## config.mk

```make
export PLATFORM = sky130hd
export DESIGN_NAME = game_ctrl
export DESIGN_NICKNAME = d
export VERILOG_FILES = /design/src/rtl/game_ctrl.sv
export SDC_FILE = /design/constraint.sdc
export NUM_CORES = 1
export LEC_CHECK = 0
export CAP_MARGIN = 20
export CORE_MARGIN = 2
export CORE_UTILIZATION = 40
export DETAILED_ROUTE_END_ITERATION = 16
export GPL_ROUTABILITY_DRIVEN = 1
export HOLD_SLACK_MARGIN = 0.02
export PLACE_DENSITY = 0.65
export SLEW_MARGIN = 0
export SYNTH_ARGS = -nofsm -noshare
export SYNTH_HDL_FRONTEND = slang
export SYNTH_SLANG_ARGS = --single-unit
export TNS_END_PERCENT = 10
```

## constraint.sdc

```tcl
create_clock -name clk_d -period 2.7 [get_ports clk_d]
set_input_delay 0.54 -clock clk_d [delete_from_list [all_inputs] [get_ports clk_d]]
set_output_delay 0.54 -clock clk_d [all_outputs]
set_load 0.01 [all_outputs]
```

## src/rtl/game_ctrl.sv

```systemverilog
// Game-flow controller: board selection, move counting with a move limit, pause and best score.
// Optional per-game timer with timeout is built when the GAME_TIMER_EN macro is defined.
module game_ctrl #(
    parameter int STEP_W     = 6,
    parameter int MAX_STEPS  = 63,
    parameter int TIME_LIMIT = 99
) (
    input  logic              clk_d,
    input  logic              rst,
    input  logic              start_sw,
    input  logic              win_flag,
    input  logic              active,
    input  logic              reset_flag,
    input  logic              pause_sw,
`ifdef GAME_TIMER_EN
    input  logic              tick_1hz,
`endif
    output logic [2:0]        game_status,
    output logic [STEP_W-1:0] step_number,
    output logic [STEP_W-1:0] best_steps,
    output logic              best_valid,
    output logic              new_record
`ifdef GAME_TIMER_EN
    ,
    output logic [6:0]        elapsed_sec
`endif
);

    typedef enum logic [2:0] {
        CHOSE_BOARD  = 3'd0,
        GAME_INITIAL = 3'd1,
        GAMING       = 3'd2,
        PAUSED       = 3'd3,
        WINNED       = 3'd4,
        LOST         = 3'd5
    } state_t;

    localparam logic [STEP_W-1:0] MAX_STEP_V = STEP_W'(MAX_STEPS);

    // Elaboration-time guard against limits that cannot be represented.
    generate
        if (MAX_STEPS < 1 || MAX_STEPS > (2**STEP_W) - 1 || TIME_LIMIT < 1 || TIME_LIMIT > 127) begin : g_bad_params
            $error("game_ctrl: MAX_STEPS or TIME_LIMIT out of range");
        end
    endgenerate

    state_t            state_reg, state_next;
    logic [STEP_W-1:0] step_reg, step_next;
    logic [STEP_W-1:0] best_reg, best_next;
    logic              best_valid_reg, best_valid_next;
    logic              new_record_reg, new_record_next;
`ifdef GAME_TIMER_EN
    localparam logic [6:0] TIME_LIMIT_V = 7'(TIME_LIMIT);
    logic [6:0]        elapsed_reg, elapsed_next;
`endif

    always_comb begin
        state_next      = state_reg;
        step_next       = step_reg;
        best_next       = best_reg;
        best_valid_next = best_valid_reg;
        new_record_next = 1'b0;
`ifdef GAME_TIMER_EN
        elapsed_next    = elapsed_reg;
`endif
        if (!start_sw) begin
            state_next = CHOSE_BOARD;
            step_next  = '0;
`ifdef GAME_TIMER_EN
            elapsed_next = '0;
`endif
        end else begin
            case (state_reg)
                CHOSE_BOARD: begin
                    step_next  = '0;
                    state_next = GAME_INITIAL;
`ifdef GAME_TIMER_EN
                    elapsed_next = '0;
`endif
                end
                GAME_INITIAL, GAMING: begin
                    if (win_flag) begin
                        state_next = WINNED;
                        // Ties keep the earlier record.
                        if (!best_valid_reg || step_reg < best_reg) begin
                            best_next       = step_reg;
                            best_valid_next = 1'b1;
                            new_record_next = 1'b1;
                        end
`ifdef GAME_TIMER_EN
                    end else if (tick_1hz && elapsed_reg == TIME_LIMIT_V) begin
                        state_next = LOST;
`endif
                    end else if (active && step_reg == MAX_STEP_V) begin
                        state_next = LOST;
                    end else begin
`ifdef GAME_TIMER_EN
                        if (tick_1hz) begin
                            elapsed_next = elapsed_reg + 7'd1;
                        end
`endif
                        if (active) begin
                            step_next  = step_reg + STEP_W'(1);
                            state_next = GAMING;
                        end else if (reset_flag) begin
                            step_next  = '0;
                            state_next = GAME_INITIAL;
`ifdef GAME_TIMER_EN
                            elapsed_next = '0;
`endif
                        end else if (pause_sw) begin
                            state_next = PAUSED;
                        end
                    end
                end
                PAUSED: begin
                    if (!pause_sw) begin
                        state_next = (step_reg == '0) ? GAME_INITIAL : GAMING;
                    end
                end
                WINNED, LOST: begin
                    state_next = state_reg;
                end
                default: begin
                    state_next = CHOSE_BOARD;
                    step_next  = '0;
                end
            endcase
        end
    end

    always_ff @(posedge clk_d) begin
        if (rst) begin
            state_reg      <= CHOSE_BOARD;
            step_reg       <= '0;
            best_reg       <= '0;
            best_valid_reg <= 1'b0;
            new_record_reg <= 1'b0;
`ifdef GAME_TIMER_EN
            elapsed_reg    <= '0;
`endif
        end else begin
            state_reg      <= state_next;
            step_reg       <= step_next;
            best_reg       <= best_next;
            best_valid_reg <= best_valid_next;
            new_record_reg <= new_record_next;
`ifdef GAME_TIMER_EN
            elapsed_reg    <= elapsed_next;
`endif
        end
    end

    assign game_status = state_reg;
    assign step_number = step_reg;
    assign best_steps  = best_reg;
    assign best_valid  = best_valid_reg;
    assign new_record  = new_record_reg;
`ifdef GAME_TIMER_EN
    assign elapsed_sec = elapsed_reg;
`endif

endmodule

```

# After elaboration in Yosys (flattened, before gate mapping)
# Cells that the tools add are included.
[totals] latch_bits=0 romBits=0 memories=0 ff_bits=17 mem_bits_rw=0
[classes] n_eq_ne=11 bitwise=5 n_mul=0 addsub=1 mux=14 div=0 n_reduce_logical=13 shift=0 order_cmp=1
[ops] cell="2-to-1 mux 6 bit" n=4
[ops] cell="2-to-1 mux 3 bit" n=6
[ops] cell="one-hot mux 3 bit (4 select lines)" n=1
[ops] cell="one-hot mux 6 bit (2 select lines)" n=1
[ops] cell="AND reduction 4 bit" n=2
[ops] cell="adder 6 x 1 -> 6 bit, second input constant" n=1
[ops] cell="equality test 3 x 2 -> 1 bit, second input constant" n=2
[ops] cell="equality test 3 bit, second input constant" n=2
[ops] cell="equality test 6 bit, second input constant" n=1
[ops] cell="logical NOT 6 bit" n=1
[ops] cell="< comparator 6 bit" n=1
[ops] cell="!= test 2 bit, second input constant" n=3
[ops] cell="!= test 6 bit, second input constant" n=1
[ops] cell="OR reduction 2 bit" n=3
[ops] cell="inverter 1 bit" n=5
[ops] cell="OR reduction 4 bit" n=1
[ops] cell="equality test 3 x 1 -> 1 bit, second input constant" n=1
[ops] cell="logical NOT 3 bit" n=1
[ops] cell="!= test 3 bit, second input constant" n=1
[ops] cell="AND reduction 3 bit" n=1
[ops] cell="OR reduction 3 bit" n=1
[ops] cell="2-to-1 mux 2 bit" n=1
[ops] cell="logical AND 1 bit" n=1
[ops] cell="logical NOT 1 bit" n=1
[ops] cell="other kinds (2)" n=2

# Longest topological paths before layout
# Gate-level depths: netlist (run 1).
[logic_depth] depth_word=6 depth_mapped=7

# Worst setup path before layout (run 1)
# Ideal clock, no wire load.
[synth_timing] path_type="flip-flop to flip-flop" from="reg step_reg[3] (netlist: step_number[3])" to="reg best_reg[2] (netlist: best_steps[2])" arrival_time_ns=1.638 required_ns=2.628 stages_incl_launch_ff=7 slack_ns=0.990 path_cell_list="dfxtp_1 > ha_1 > a21o_1 > a221oi_1 > o221a_2 > buf_6 > mux2i_1"
[synth_via] elab_chain_len=3
[synth_rtl] element="start: declaration" line_no="48" source="logic [STEP_W-1:0] step_reg, step_next;"
[synth_rtl] element="start signal: assignment" line_no="144" source="step_reg <= step_next;"
[synth_rtl] element="< comparator 6 bit" line_no="85" source="if (!best_valid_reg || step_reg < best_reg) begin"
[synth_rtl] element="logical OR 1 bit" line_no="85"
[synth_rtl] element="AND reduction 4 bit (no line)"
[synth_rtl] element="end signal: assignment" line_no="145" source="best_reg <= best_next;"
[synth_rtl] element="end: declaration" line_no="49" source="logic [STEP_W-1:0] best_reg, best_next;"
# No other way between the ends.
# A chain may end at the register's enable or synchronous reset.

# Worst setup path in the final report (run 1)
[layout_timing] from="reg state_reg[2] (netlist: game_status[2])" to="out game_status[2]"
[layout_lines] element="start: declaration" line_no="47" source="state_t state_reg, state_next;"
[layout_lines] element="start signal: assignment" line_no="143" source="state_reg <= state_next;"
[layout_lines] element="end: declaration" line_no="18" source="output logic [2:0] game_status,"
# No word-level cell between the ends.

==> run metrics, run 1 <==
Clk network pwr share 29.9%; via/cell ratio 5.53; worst path cell trace clkdlybuf4s50_1; outcome complete, no violations; antenna-violating nets left 0; crit-path leading delay family buffers and inverters; origin of the critical flop-to-flop path step_number[3]; layout filler cell count 258; synthesized cell area 1110 um2; GRT Resource Usage Total roughly 15%; slowest CP cell clkdlybuf4s50_1; Switching Share 25.8%; Comb power frac about 13%; clk root buf clkbuf_4; Yosys warning count 0; Max IR drop VDD 0.176 mV; Metal-1 WL 1.15 mm; Detailed Route WL between 2 and 2.5 mm; std cell rows 19; HP Class reg2reg; DRT Pass-1 Iters 4; die height 56.6 um; count of different cell masters after synthesis 39; Net Switching 0.000117 W; layout cells sized above 1 about 7%; Hold Fails Final Rpt 0; Worst Path Max Fanout 10; multi-input combinational cell area a little under 700 um2; Worst setup SP type flop; CTS tree done; synth cell count leaders nand2b_1 (19), dfxtp_1 (17), inv_1 (14), a21oi_1 (9); fmax 508 MHz; Die X 56.6 um; hold path depth 2; HPWL after detailed placement ~1.9 mm; iteration-0 DRC count of the detailed router 22; r2r endpoint best_steps[5]; Post-synth EDFFs 0; WP buf/inv 1; metal3 WL 95 um; routed length on met2 roughly 1.2 mm; DR WL/cell between 10 and 15 um; core area 2690 um2; Synth top area share around 30%; RSZ-0062 raised after global routing no; CP Capture Type output pin; I/O pins 24; CP max stage delay slightly above 600 ps; Initial Util approximately two fifths; Max Cap Viol 0; Final GP Congestion roughly 0.77; Slew Viols, Final 0; Port Buffers 23; H-tree Lvls 1; Reg power frac about 57%; initial antenna violation count 0; clock skew approximately 2.3 ps; P_int roughly 0.00034 W; cell taking the most area after synthesis dfxtp_1; Final TNS setup 0 ps; top-count cell post-synth nand2b_1; Antenna Cells 0; CTS buffer count 3; worst slew pin tran 575 ps; largest net degree at the start of global routing 16; vias in the first global route approximately 880; Sequential Area about 340 um2; Yosys reg bits 17; Reg clk slew, reported paths 100 ps; ys async rst share 0%; area grow syn2layout 25.4%; largest cells by area after synthesis dfxtp_1 (31%), nand2b_1 (11%), ha_1 (7.9%); die area 3210 um2; post-layout net count 172; Clock Sinks 17; Required @ worst endpoint 2160 ps; Leak roughly 0.46 nW; Post-Syn Nets 147; worst rel slew slack 61.3%; clk_lat worst skew 280 ps; DR DRC count 0; total congestion overflow 0; first-pass GRT wire length roughly 3.9 mm; Power Density 328 nW/um2; Post-CTS Resized 0; Main synth FF type dfxtp_1; Vias 1040; worst setup path class reg2out; Reg2Reg Depth 5; Final Cycle Share between 70% and 80%; Hold Path Sink best_steps[1]; hold_ws just under 500 ps; setup violators final 0; top sig layer met4; CP arrival 1430 ps; sequential cell area fraction in the yosys report 30.7%; maximum buffer depth of the clock tree 2; Setup Buffers After CTS 0; R2R setup slack 820 ps; CTS Hold Buffers Added 0; Gate Count Post-Synth 133; Tmin final between 1500 and 2000 ps; Syn Area/Cell 8.33 um2; HP Start best_steps[1]
power groups by stage:
stage | clock network [W] | logic [W] | registers [W]
finish | 0.000136 | 0.0000612 | 0.000258
CTS | 0.000144 | 0.0000612 | 0.000258
global route | 0.000153 | 0.0000666 | 0.000259
global placement | 0 | 0.0000608 | 0.000263
detailed placement | 0 | 0.0000610 | 0.000264
floorplan | 0 | 0.0000357 | 0.000263
cells by family (layout without fill, tap and decap cells):
| kind of cell | count (synthesis) | count (layout) | share of synthesized area [%] |
|---|---|---|---|
| AOI/OAI and AO/OA | 30 | 30 | 19.4 |
| xor gates and xnor gates | 1 | 1 | 1.47 |
| muxes | 6 | 6 | 5.42 |
| buffers and inverters | 18 | 42 | 6.78 |
| adders and majority gates | 7 | 7 | 7.91 |
| DFF | 17 | 17 | 30.7 |
| and+or+nand+nor | 54 | 54 | 28.3 |
per-stage QoR:
| stage | area (um2) | setup slack (ps) | total power [W] | util (%) | std cells |
|---|---|---|---|---|---|
| 6_report | 1390 | 731 | 0.000455 | 51.7 | 188 |
| 2_1_floorplan | 1110 | 990 | 0.000299 | - | 133 |
| 5_1_grt | 1390 | 667 | 0.000479 | 51.7 | 188 |
| 3_3_place_gp | 1360 | 645 | 0.000324 | 50.7 | 184 |
| 4_1_cts | 1390 | 709 | 0.000463 | 51.7 | 188 |
| 3_5_place_dp | 1360 | 588 | 0.000325 | 50.7 | 184 |
layer usage:
layer | GRT usage [%] | up-vias
met4 | 5.10 | 0
met3 | 3.00 | 4
met5 | 0 | -
li1 | - | 526
met1 | 18.6 | 483
met2 | 26.4 | 27
placed cells by master (no fill, tap or decap), drive strengths merged, types with 2 or more instances in the layout:
master,synthesis,routed
nor2,6,6
ha,7,7
nand2,5,5
nand3,7,7
nor3,6,6
nand4,3,3
a21oi,9,9
mux2i,6,6
clkdlybuf4s50,0,23
clkbuf,2,3
o311ai,2,2
inv,14,14
dfxtp,17,17
a211oi,6,6
o21ai,2,2
nand2b,19,19
worst max-delay path by stage:
stage                   startpoint              to  depth (start not counted)
floorplan           step_number[3]   best_steps[2]                          6
global placement            active  game_status[1]                          5
detailed placement          active  game_status[1]                          5
CTS                 game_status[2]  game_status[2]                          1
global route        game_status[2]  game_status[2]                          1
finish              game_status[2]  game_status[2]                          1
area by class of cell:
class | count | area share [%]
well taps | 31 | 2.79
clock buffers | 3 | 1.62
flip-flops and latches | 17 | 24.5
clock inverters | 1 | 0.360
inverters | 14 | 3.78
multi-input cells | 98 | 49.8
repair buffers | 24 | 17.1
(Power assumes the default switching activity.)
==> inputs of run 2 (changes only) <==
clock period = 1.9 ns   (was 2.7 ns; I/O delays follow)
==> run metrics, run 2 (synthesis gave the netlist of run 1 again) <==
outcome complete, no violations; RSZ-0062 raised after global routing no; HPWL after detailed placement 2.08 mm (+9.0%); CP arrival 1470 ps (+40 ps); post-layout net count 180 (+4.7%); Slew Viols, Final 0 (unchanged); multi-input combinational cell area 698 um2 (+0.90%); Die X 56.6 um (unchanged); worst setup path class reg2out; placed inst area 1420 um2 (+4.4%); setup violators final 0 (unchanged); slowest CP cell clkdlybuf4s50_1; Hold Fails Final Rpt 0 (unchanged); HP Start best_steps[5]; Required @ worst endpoint 1520 ps (-640 ps); fmax 540 MHz; CP Capture Type output pin; total congestion overflow 0 (unchanged); std cell rows 19 (unchanged); Leak 0.502 nW (+9.5%); via/cell ratio 5.63 (+1.7%); Worst setup SP type flop; Max IR drop VDD 0.310 mV (+76%); CTS tree done; Detailed Route WL 2.72 mm (+11%); Tmin final around 1900 ps; Power Density 457 nW/um2 (+40%); layout cells sized above 1 12.7% (+5.7 points); Initial Util 41.2% (unchanged); layout filler cell count 267 (+3.5%); antenna-violating nets left 0 (unchanged); commonest non-fill, non-tap cell in the layout clkdlybuf4s50_1; R2R setup slack 170 ps (-650 ps); DR DRC count 0 (unchanged); maximum buffer depth of the clock tree 2 (unchanged); clk_lat worst skew 300 ps (+20 ps); Reg2Reg Depth 6 (+1); Clock Sinks 17 (unchanged); initial antenna violation count 0 (unchanged); vias in the first global route 1021 (+15%); worst slew pin tran 628 ps (+52.8 ps); worst rel slew slack 57.7% (-3.6 points); die area 3210 um2 (unchanged); clock skew 5.20 ps (+2.91 ps); hold path depth 2 (unchanged); Antenna Cells 0 (unchanged); Vias 1103 (+6.1%); r2r endpoint best_steps[4]; HP Class reg2reg; H-tree Lvls 1 (unchanged); core area 2690 um2 (unchanged); Final GP Congestion 0.899 (+16%); crit-path leading delay family buffers and inverters; Reg clk slew, reported paths 110 ps (about the same); Max Cap Viol 0 (unchanged); worst path cell trace clkdlybuf4s50_1; largest net degree at the start of global routing 16 (unchanged); Sequential Area 342 um2 (+0.37%); CP max stage delay 610 ps (about the same); die height 56.6 um (unchanged); CTS buffer count 3 (unchanged); Worst Path Max Fanout 10 (unchanged); area grow syn2layout 31.5%; DRT Pass-1 Iters 4 (unchanged); Total Power 0.000666 W (+46%); WP buf/inv 1 (unchanged); iteration-0 DRC count of the detailed router 30 (+36%); Final Cycle Share a little over nine tenths; fin area 1460 um2 (+4.9%); Hold Path Sink best_steps[5]; GRT Resource Usage Total 17.6% (+2.4 points); Port Buffers 23 (unchanged); DR WL/cell 13.9 um (+6.1%); clk root buf clkbuf_4; origin of the critical flop-to-flop path best_steps[5]; I/O pins 24 (unchanged); first-pass GRT wire length 4.40 mm (+14%); CTS Hold Buffers Added 0 (unchanged); most frequent cells in the layout clkdlybuf4s50_1 (23), nand2b_1 (19), dfxtp_1 (16), inv_1 (14)
run 2: changes by cell type in the layout (fill, tap and decap cells not counted):
cell	previous run	this run
buf_4	1	9
a221oi_1	1	0
a221oi_2	0	1
dfxtp_1	17	16
dfxtp_2	0	1
run 2: how the worst max path moves through the flow:
stage | startpoint | end | slack (ps) | depth (start not counted)
6_report | game_status[2] | game_status[2] | 50 | 1
5_1_grt | game_status[2] | game_status[2] | 10 | 1
4_1_cts | game_status[2] | game_status[2] | 30 | 1
3_5_place_dp | active | game_status[1] | -110 | 5
3_3_place_gp | active | game_status[1] | -3 | 5
2_1_floorplan | step_number[3] | best_steps[2] | 190 | 6
run 2: through the flow:
step | cells | util, % | setup TNS, ps | hold WS, ps | setup WS (ps)
final | 196 | 54.2 | 0 | 491 | 48.1
after global routing | 196 | 54.2 | 0 | 523 | 12.1
after CTS | 196 | 53.9 | 0 | 499 | 29.8
after detailed placement | 192 | 52.9 | -120 | 484 | -105
after global placement | 192 | 52.9 | -2.88 | 471 | -2.88
after floorplan | 133 | - | 0 | 504 | 190
run 2: routing by layer:
layer / part of all wire (%) / global-route usage [%]
met1: 44 / 19.9
met2: 48 / 31.2
met3: 4.7 / 3.23
met4: 2.4 / 8.50
met5: 0 / 0
run 2: final cells by class:
cell class / instances / area share [%]
multi-input cells: 98 / 47.9
flip-flops and latches: 17 / 23.5
repair buffers: 32 / 20.4
inverters: 14 / 3.61
well taps: 31 / 2.66
clock buffers: 3 / 1.55
clock inverters: 1 / 0.344
run 2: report_power, final:
group	switching (W)	total, W	internal (W)
Sequential	0.00000666	0.000367	0.000360
Combinational	0.0000480	0.0000936	0.0000456
Clock	0.000127	0.000206	0.0000786
Total	0.000182	0.000666	0.000484
run 2: tightest hold or removal path: cells and delay by family (launching register included):
kind / cells / cell delay (ps)
AND/OR/NAND/NOR: 1 / 60
flip-flops: 1 / 340
multiplexers: 1 / 50
run 2: what timing repair did:
action / CTS / global route
endpoints found under the setup margin: 0 / 6
setup buffers: 0 / 0
gates resized for setup: 0 / 2
